### config.mk
export PLATFORM = sky130hd
export DESIGN_NAME = dmem_port_arbiter
export DESIGN_NICKNAME = d
export VERILOG_FILES = /design/src/rtl/dmem_port_arbiter.sv
export SDC_FILE = /design/constraint.sdc
export NUM_CORES = 1
export LEC_CHECK = 0
export CAP_MARGIN = 20
export CORE_UTILIZATION = 36
export DETAILED_ROUTE_END_ITERATION = 16
export GPL_TIMING_DRIVEN = 0
export PLACE_DENSITY_LB_ADDON = 0.1
export SLEW_MARGIN = 30
export SYNTH_ARGS = -nofsm -noshare
export SYNTH_HDL_FRONTEND = slang
export SYNTH_SLANG_ARGS = --single-unit
### constraint.sdc
create_clock -name clk -period 3.4 [get_ports clk]
set_input_delay 0.34 -clock clk [delete_from_list [all_inputs] [get_ports clk]]
set_output_delay 0.34 -clock clk [all_outputs]
set_load 0.05 [all_outputs]
### src/rtl/dmem_port_arbiter.sv
// Single-port DMem arbiter between the CPU MEM stage and a debug/DMA requester.
// The CPU has priority. A streak counter forces a dbg slot after MAX_CPU_STREAK CPU wins.
module dmem_port_arbiter #(
  parameter int ADDR_W         = 14,
  parameter int DATA_W         = 32,
  parameter int MAX_CPU_STREAK = 4
) (
  input  logic              clk,
  input  logic              rstn,
  input  logic              cpu_req,
  input  logic              cpu_we,
  input  logic [ADDR_W-1:0] cpu_addr,
  input  logic [DATA_W-1:0] cpu_wdata,
  output logic              cpu_stall,
  output logic              cpu_rvalid,
  output logic [DATA_W-1:0] cpu_rdata,
  input  logic              dbg_req,
  input  logic              dbg_we,
  input  logic [ADDR_W-1:0] dbg_addr,
  input  logic [DATA_W-1:0] dbg_wdata,
  output logic              dbg_gnt,
  output logic              dbg_rvalid,
  output logic [DATA_W-1:0] dbg_rdata,
  output logic              mem_en,
  output logic              mem_we,
  output logic [ADDR_W-1:0] mem_addr,
  output logic [DATA_W-1:0] mem_wdata,
  input  logic [DATA_W-1:0] mem_rdata
);

  localparam logic [1:0] OWN_NONE   = 2'd0;
  localparam logic [1:0] OWN_CPU    = 2'd1;
  localparam logic [1:0] OWN_DBG    = 2'd2;
  localparam logic [3:0] STREAK_MAX = 4'(MAX_CPU_STREAK);

  logic [3:0]        r_streak;
  logic [1:0]        r_rd_owner;
  logic [DATA_W-1:0] r_cpu_rdata;
  logic [DATA_W-1:0] r_dbg_rdata;

  logic              w_force_dbg;
  logic              w_cpu_win;
  logic              w_dbg_win;
  logic [1:0]        w_rd_owner_nxt;
  logic [3:0]        w_streak_nxt;

  assign w_force_dbg = (r_streak == STREAK_MAX);
  assign w_dbg_win   = dbg_req & (~cpu_req | w_force_dbg);
  assign w_cpu_win   = cpu_req & ~w_dbg_win;

  assign cpu_stall = cpu_req & ~w_cpu_win;
  assign dbg_gnt   = w_dbg_win;

  always_comb begin
    mem_en    = 1'b0;
    mem_we    = 1'b0;
    mem_addr  = '0;
    mem_wdata = '0;
    if (w_cpu_win) begin
      mem_en    = 1'b1;
      mem_we    = cpu_we;
      mem_addr  = cpu_addr;
      mem_wdata = cpu_wdata;
    end else if (w_dbg_win) begin
      mem_en    = 1'b1;
      mem_we    = dbg_we;
      mem_addr  = dbg_addr;
      mem_wdata = dbg_wdata;
    end
  end

  always_comb begin
    w_rd_owner_nxt = OWN_NONE;
    if (w_cpu_win && !cpu_we)      w_rd_owner_nxt = OWN_CPU;
    else if (w_dbg_win && !dbg_we) w_rd_owner_nxt = OWN_DBG;
  end

  // Streak only counts CPU wins that actually made dbg wait.
  always_comb begin
    w_streak_nxt = r_streak;
    if (w_dbg_win || !dbg_req)              w_streak_nxt = '0;
    else if (w_cpu_win && !w_force_dbg)     w_streak_nxt = r_streak + 4'd1;
  end

  always_ff @(posedge clk or negedge rstn) begin
    if (!rstn) begin
      r_streak    <= '0;
      r_rd_owner  <= OWN_NONE;
      r_cpu_rdata <= '0;
      r_dbg_rdata <= '0;
    end else begin
      r_streak   <= w_streak_nxt;
      r_rd_owner <= w_rd_owner_nxt;
      if (r_rd_owner == OWN_CPU) r_cpu_rdata <= mem_rdata;
      if (r_rd_owner == OWN_DBG) r_dbg_rdata <= mem_rdata;
    end
  end

  // Return-cycle bypass so rdata is already correct while rvalid is high.
  assign cpu_rvalid = (r_rd_owner == OWN_CPU);
  assign dbg_rvalid = (r_rd_owner == OWN_DBG);
  assign cpu_rdata  = cpu_rvalid ? mem_rdata : r_cpu_rdata;
  assign dbg_rdata  = dbg_rvalid ? mem_rdata : r_dbg_rdata;

endmodule

**Word level (Yosys, flattened, before mapping)**

Cells that the tools add are included.

- Bits in registers: 70
- Bits of input ports: 130
- Output and inout bits: 116
- Word-level logic and storage cells: 38

- Add/sub/neg operators: 1
- Equality and inequality tests: 3
- Multiplexer cells: 14
- Bitwise operators: 7
- Reductions and logical operators: 9

Operator list:

| operator | number |
|---|---|
| $mux W32 | 4 |
| $mux W14 | 2 |
| $mux W4 | 2 |
| $add A4 B1 Y4 const B | 1 |
| $eq A4 B3 Y1 const B | 1 |
| $logic_not A1 Y1 | 4 |
| $mux W1 | 4 |
| $mux W2 | 2 |
| $and A1 B1 Y1 | 3 |
| $logic_and A1 B1 Y1 | 3 |
| $not A1 Y1 | 3 |
| $eq A2 B1 Y1 const B | 1 |
| $eq A2 B2 Y1 const B | 1 |
| $reduce_bool A2 Y1 | 1 |
| $logic_or A1 B1 Y1 | 1 |
| $or A1 B1 Y1 | 1 |

**Longest topological paths before layout**

Gate-level depths: netlist of the first run.

- Depth in word-level cells: 8
- Mapped depth: 7
- Gate-level depth less buffers: 5

**Worst setup path before layout of the first run**

Ideal clock, no wire load.

- Kind: register -> output
- Start point: register r_streak[0]
- End point: output mem_addr[0]
- Arrival time: 1726 ps
- Data required time: 3060 ps
- Slack: 1334 ps
- Cell stages (with the launch flop): 7
- Path buffers: 1
- Cell sequence: dfrtp_1 -> inv_1 -> ha_1 -> nand3b_1 -> a21boi_2 -> buf_2 -> a22o_1

- Cells in the longest elaborated chain, start to end: 6
- Elaborated cells on any way between the ends: 7
- Those cells by class: eq/ne: 1; mux: 2; bitwise: 4

Ends and longest elaborated chain:

| what | line | RTL |
|---|---|---|
| start, declared | 36 | `logic [3:0] r_streak;` |
| start signal, assigned | 92 | `r_streak <= w_streak_nxt;` |
| $eq A4 B3 Y1 (*) | 47 | `assign w_force_dbg = (r_streak == STREAK_MAX);` |
| $or A1 B1 Y1 (*) | 48 | `assign w_dbg_win = dbg_req & (~cpu_req \| w_force_dbg);` |
| $and A1 B1 Y1 (*) | 48 |  |
| named net dbg_gnt | 21 | `output logic dbg_gnt,` |
| $not A1 Y1 | 49 | `assign w_cpu_win = cpu_req & ~w_dbg_win;` |
| $and A1 B1 Y1 | 49 |  |
| $mux W14 (*) | 59 | `if (w_cpu_win) begin` |
| end, declared | 26 | `output logic [ADDR_W-1:0] mem_addr,` |

Mark *: on every way through the listed nets, which the timed path passes. The rest lies on a longest branch.

**Worst setup path after layout of the first run**

- Start point: register r_streak[0]
- End point: output mem_wdata[28]

- Cells in the longest elaborated chain, start to end: 6
- Elaborated cells on any way between the ends: 7
- Those cells by class: eq/ne: 1; mux: 2; bitwise: 4

Ends and longest elaborated chain:

| what | line | RTL |
|---|---|---|
| $eq A4 B3 Y1 (*) | 47 |  |
| $or A1 B1 Y1 (*) | 48 |  |
| $and A1 B1 Y1 (*) | 48 |  |
| $not A1 Y1 | 49 |  |
| $and A1 B1 Y1 | 49 |  |
| $mux W32 (*) | 59 |  |
| end, declared | 27 | `output logic [DATA_W-1:0] mem_wdata,` |

Every way passes the cells marked *; elsewhere a longest branch is shown, timed or not.

==> metrics, run 1 <==
clock buffer depth=2; post-placement cell area=5770 µm²; crit path capture type=output pin; worst setup path class=register to output pin; # port buffers=245; final WL=10900 µm; GPL Wtd Cong=0.831; DIE HEIGHT=95.8 µm; DR pass1 iterations=5; final setup vio count=0; fin crit period=3.03 ns; flop2flop setup slack=1.91 ns; Synth Instances=222; DIE WIDTH=95.8 µm; Area Overhead vs Synth=87.7%; CTS tree=built; H-Tree Depth=3; post-route cell area=5940 µm²; most frequent cells in the layout=clkdlybuf4s50_1 (244), dfrtp_1 (70), a22o_1 (47), mux2_2 (35), mux2_1 (29); Yosys top cell by area=dfrtp_1; worst setup margin=0.367 ns; Max-Cap Viols=0; DRT iter0 DRCs=67; I/O pins=246; Cell variety after synth=20; Seq cells post-synth=70; final hold vios=0; Total GRT Usage=24.0%; Crit-path slowest cell=clkdlybuf4s50_1; maximum vdd drop=0.000358 V; cell area after synthesis=3170 µm²; crit-path max FO=10; max-slew violation total from the final report=0; Max-Slew Margin vs Limit=61.9%; Starting Density=37.8%; Power Density=540 nW/µm²; initial antenna violation count=0; top cells by area, synth=dfrtp_1 (55%), a22o_1 (13%), mux2_2 (12%); DR vias/cell=4.88; DP HPWL=8710 µm; first-pass GRT wire length=16100 µm; ant diodes=0; CP dominant cell by count=buf_6; clk_lat worst skew=0.34 ns; status=finished clean; core area=8380 µm²; crit path cell chain=inv_1, ha_1, and3b_1, a21boi_2, buf_6, buf_6, a22o_1, clkdlybuf4s50_1; Routed wire per std cell=18.4 µm; Root Buffer=clkbuf_8; commonest non-fill, non-tap cell in the layout=clkdlybuf4s50_1; Synth Warn #=0; Arr. time, crit path=2.69 ns; Post-DRT Antenna Nets=0; CTS Buf Count=9; clk slew on worst S/H paths=0.07 ns; Post-Syn Nets=354; largest net degree at the start of global routing=46; pre-CTS WS=0.547 ns; vias in the first global route=3047; Hold Path Class=input pin to asynchronous set/reset pin; register area share after synthesis=55.3%; top cell type's share of synthesized area=55.3%; fin nets=612; FP Rows=33; f_max=330 MHz; Worst path max stage delay=0.84 ns; total clock sinks=70; total grt overflow=0; RSZ-0062 raised after global routing=no; Post-CTS Setup Inserts=0; kind of start point of the critical path=register; Mean Syn Cell Area=14.3 µm²; DR vias=2878; P_leak=2.51 nW; CP required=3.06 ns; worst slew pin tran=0.569 ns; period utilization=89.2%; DIE AREA=9180 µm²; Residual DRC=0; clock skew=0.00733 ns; layout cell share with drive strength beyond 1=14.8%
## per-stage QoR
stage / util [%] / TNS, ns / instances / total power [W] / hold slack (ns)
after CTS: 70.9 / 0 / 590 / 0.00325 / 0.440
after global placement: 68.6 / -18.63 / 572 / 0.00264 / 0.465
after floorplan: - / 0 / 222 / 0.00204 / 0.0444
after detailed placement: 68.8 / 0 / 573 / 0.00267 / 0.273
final: 70.9 / 0 / 590 / 0.00321 / 0.452
after global routing: 70.9 / 0 / 590 / 0.00336 / 0.471
## synthesized netlist by cell type
cell	n
dfrtp_1	70
a22o_1	47
mux2_2	35
mux2_1	29
buf_2	14
and3_1	5
buf_6	4
inv_1	3
a21boi_2	2
ha_1	2
nor2b_1	2
and2_1	1
and3b_1	1
nand2b_1	1
nand3_1	1
nand3b_1	1
nor3b_1	1
or2_2	1
xnor2_1	1
xor2_1	1
## critical path, delay by kind of cell, from the launching register on
kind,cells,cell delay (ns)
and+or+nand+nor,1,0.21
DFF,1,0.38
buffers and inverters,4,1.23
AOI/OAI and AO/OA,2,0.32
adders and majority gates,1,0.21
## cell type report
class / count / area [µm²]
repair buffers: 247 / 2480
fillers: 652 / 2440
flip-flops and latches: 70 / 1750
multi-input cells: 131 / 1290
clock buffers: 11 / 131
well taps: 105 / 131
plain buffers: 18 / 115
clock inverters: 5 / 35.0
inverters: 3 / 11.3
## routing by layer
layer / global-route usage [%] / routed length (µm) / vias up
met5: 0 / 0 / -
met4: 6.09 / 142 / 0
met3: 12.9 / 1230 / 13
met2: 38.9 / 5150 / 136
met1: 27.8 / 4340 / 1386
li1: - / - / 1343
## kinds of logic (layout without fill, tap and decap cells)
family | Yosys count | count (layout) | synth area share [%]
and+or+nand+nor | 14 | 14 | 2.88
DFF | 70 | 70 | 55.3
adders and majority gates | 2 | 2 | 0.790
AOI/OAI and AO/OA | 49 | 49 | 13.7
buffers and inverters | 21 | 284 | 3.99
muxes | 64 | 64 | 22.8
xor gates and xnor gates | 2 | 2 | 0.553
## report_power, final
group          switching (W)  internal [W]  leakage [nW]  total (W)
Sequential         0.0000382      0.000988         0.831    0.00103
Clock               0.000301      0.000266        0.0837   0.000567
Combinational        0.00100      0.000614          1.60    0.00162
## state kept, by name (all words and copies together), names as in the netlist
name         cells
r_streak         4
r_cpu_rdata     32
r_dbg_rdata     32
r_rd_owner       2
## path summary, 6_finish.rpt
kind                                       from         endpoint  depth (start not counted)
worst max-delay path                r_streak[0]    mem_wdata[28]                          8
worst min-delay path                       rstn  r_cpu_rdata[15]                          2
worst max register to register      r_streak[0]    r_rd_owner[1]                          6
worst min register to register  r_dbg_rdata[24]  r_dbg_rdata[24]                          1
max in group asynchronous                  rstn   r_dbg_rdata[2]                          3
min in group clk                r_dbg_rdata[24]  r_dbg_rdata[24]                          1
## repair_timing
action                                 4_1_cts  5_1_grt
hold buffers                                 1        0
gates resized for setup                      0        0
endpoints found under the hold margin       25        0
Note: power is estimated with default switching activity, not from simulation.
==> inputs of run 2 (changes only) <==
--- a/config.mk
+++ b/config.mk
@@ -6,10 +6,12 @@
 export NUM_CORES = 1
 export LEC_CHECK = 0
 export CAP_MARGIN = 20
+export CORE_MARGIN = 10
 export CORE_UTILIZATION = 36
 export DETAILED_ROUTE_END_ITERATION = 16
 export GPL_TIMING_DRIVEN = 0
 export PLACE_DENSITY_LB_ADDON = 0.1
+export SKIP_LAST_GASP = 1
 export SLEW_MARGIN = 30
 export SYNTH_ARGS = -nofsm -noshare
 export SYNTH_HDL_FRONTEND = slang
==> run 2 against run 1 <==
Compared with the run above:
- sequential share of layout area fell by 0.28 points
- highest routed layer unchanged
- sequential cell count did not move
- register-to-register slack barely moved
- critical endpoint is now mem_wdata[16]
- global-route usage fell by 5.0 points
- cell area rose by 0.95%
- cell count rose by 0.34%
==> metrics, run 2 (same netlist as run 1, synthesis figures left out) <==
layout cell share with drive strength beyond 1=15.1% (was 14.8%); crit path cell chain=inv_1, ha_1, and3b_1, a21boi_2, buf_6, buf_6, a22o_1, clkdlybuf4s50_1 (unchanged); crit path capture type=output pin (unchanged); DR vias/cell=4.81 (was 4.88); Max-Cap Viols=0 (unchanged); I/O pins=246 (unchanged); Hold Path Class=input pin to asynchronous set/reset pin (unchanged); clock power share=20.9% (was 17.7%); FP Rows=34 (was 33); filler instances=654 (was 652); period utilization=87.7% (was 89.2%); Top Registers=r_cpu_rdata x32, r_dbg_rdata x32, r_streak x4 (unchanged); core area=8640 µm² (was 8380 µm²); Post-CTS Setup Inserts=0 (unchanged); Crit-path slowest cell=clkdlybuf4s50_1 (unchanged); pre-CTS WS=0.523 ns (was 0.547 ns); commonest non-fill, non-tap cell in the layout=clkdlybuf4s50_1 (unchanged); Switching Power=0.00136 W (was 0.00134 W); fin crit period=2.98 ns (was 3.03 ns); final WL=12700 µm (was 10900 µm); initial antenna violation count=0 (unchanged); largest net degree at the start of global routing=53 (was 46); DR vias=2847 (was 2878); Power Density=561 nW/µm² (was 540 nW/µm²); RSZ-0062 raised after global routing=no (unchanged); Max-Slew Margin vs Limit=60.2% (was 61.9%); Reg-to-Reg Start=r_streak[0] (unchanged); Reg power frac=30.5% (was 32.0%); fin nets=612 (unchanged); kind of start point of the critical path=register (unchanged); Routed wire per std cell=21.4 µm (was 18.4 µm); vias in the first global route=3288 (was 3047); total clock sinks=70 (unchanged); Cell Int Power=0.00201 W (was 0.00187 W); CTS tree=built (unchanged); f_max=335 MHz (was 330 MHz); logic gate share of total power=48.6% (was 50.3%); worst slew pin tran=0.595 ns (was 0.569 ns); DIE HEIGHT=114 µm (was 95.8 µm); Final Non-Filler Cells=592 (was 590); Power, Total=0.00337 W (was 0.00321 W); crit path from=r_streak[0] (unchanged); Total GRT Usage=19.1% (was 24.0%); clk slew on worst S/H paths=0.08 ns (was 0.07 ns); final hold vios=0 (unchanged); total grt overflow=0 (unchanged); DIE AREA=12900 µm² (was 9180 µm²); Post-DRT Antenna Nets=0 (unchanged); post-placement cell area=5780 µm² (was 5770 µm²); maximum vdd drop=0.000246 V (was 0.000358 V); worst setup margin=0.417 ns (was 0.367 ns); DP HPWL=10800 µm (was 8710 µm); Residual DRC=0 (unchanged); DRT iter0 DRCs=125 (was 67); status=finished clean (unchanged); crit-path max FO=10 (unchanged); Area Overhead vs Synth=89.5% (was 87.7%); clock skew=0.00818 ns (was 0.00733 ns); GPL Wtd Cong=0.798 (was 0.831); DIE WIDTH=114 µm (was 95.8 µm); setup_tns=0 ns (unchanged); H-Tree Depth=3 (unchanged); clk_lat worst skew=0.34 ns (about the same); clock buffer depth=2 (unchanged); Starting Density=36.7% (was 37.8%); worst setup path class=register to output pin (unchanged); Storage cell area=1750 µm² (unchanged); placed cells=576 (was 573); first-pass GRT wire length=19000 µm (was 16100 µm); CP dominant cell by count=buf_6 (unchanged); max-slew violation total from the final report=0 (unchanged); # port buffers=245 (unchanged); Arr. time, crit path=2.64 ns (was 2.69 ns); CP required=3.06 ns (about the same); Root Buffer=clkbuf_8 (unchanged); ant diodes=0 (unchanged); switching share of total power=40.3% (was 41.8%); most frequent cells in the layout=clkdlybuf4s50_1 (244), dfrtp_1 (70), a22o_1 (47), mux2_2 (35), mux2_1 (29) (unchanged); footprint of the multi-input gates=1290 µm² (unchanged); DR pass1 iterations=4 (was 5); CTS Buf Count=9 (unchanged); final setup vio count=0 (unchanged); post-route cell area=6000 µm² (was 5940 µm²); P_leak=2.53 nW (was 2.51 nW); Worst path max stage delay=0.85 ns (was 0.84 ns)
-- run 2: metrics by stage --
step,util [%],hold slack [ns]
floorplan,-,0.0444
global placement,66.6,0.468
detailed placement,66.9,0.233
CTS,69.5,0.419
global route,69.5,0.429
finish,69.5,0.423
-- run 2: final timing paths --
kind                              endpoint  depth (start not counted)  slack (ns)
max                          mem_wdata[16]                          8        0.42
min                        r_dbg_rdata[12]                          2        0.42
max reg2reg                  r_rd_owner[1]                          6        1.92
min reg2reg                 r_cpu_rdata[5]                          1        0.49
max in group asynchronous   r_cpu_rdata[1]                          3        2.44
min in group clk            r_cpu_rdata[5]                          1        0.49
-- run 2: worst max-delay path: cells and delay by family (launching register included) --
| family | cells | cell delay [ns] |
|---|---|---|
| compound gates | 2 | 0.29 |
| simple gates | 1 | 0.20 |
| buf+inv | 4 | 1.22 |
| flops | 1 | 0.38 |
| fa+ha+maj | 1 | 0.21 |
-- run 2: final cells by class --
type / count / share of cell area, %
Buffer: 18 / 1.92
Clock buffer: 9 / 2.06
Clock inverter: 6 / 1.46
Multi-Input combinational cell: 131 / 21.5
Sequential cell: 70 / 29.2
Tap cell: 108 / 2.25
Timing Repair Buffer: 247 / 41.5
Inverter: 3 / 0.188
-- run 2: what timing repair did --
item	CTS	global route
gates resized for setup	0	0
hold endpoints to repair	18	0
hold buffers	1	0
-- run 2: per-layer routing --
layer	global-route usage [%]	wire (µm)	part of all wire (%)	up-vias
met5	0	0	0	-
li1	-	-	-	1344
met2	34.7	6750	53	134
met1	18.0	4230	33	1353
met4	6.52	269	2.1	0
met3	9.82	1410	11	16
-- run 2: power by group through the flow --
stage / logic (W) / clock network (W) / registers, W
floorplan: 0.00101 / 0 / 0.00103
global placement: 0.00163 / 0 / 0.00104
detailed placement: 0.00165 / 0 / 0.00104
CTS: 0.00166 / 0.000722 / 0.00103
global route: 0.00170 / 0.000763 / 0.00104
finish: 0.00163 / 0.000704 / 0.00103
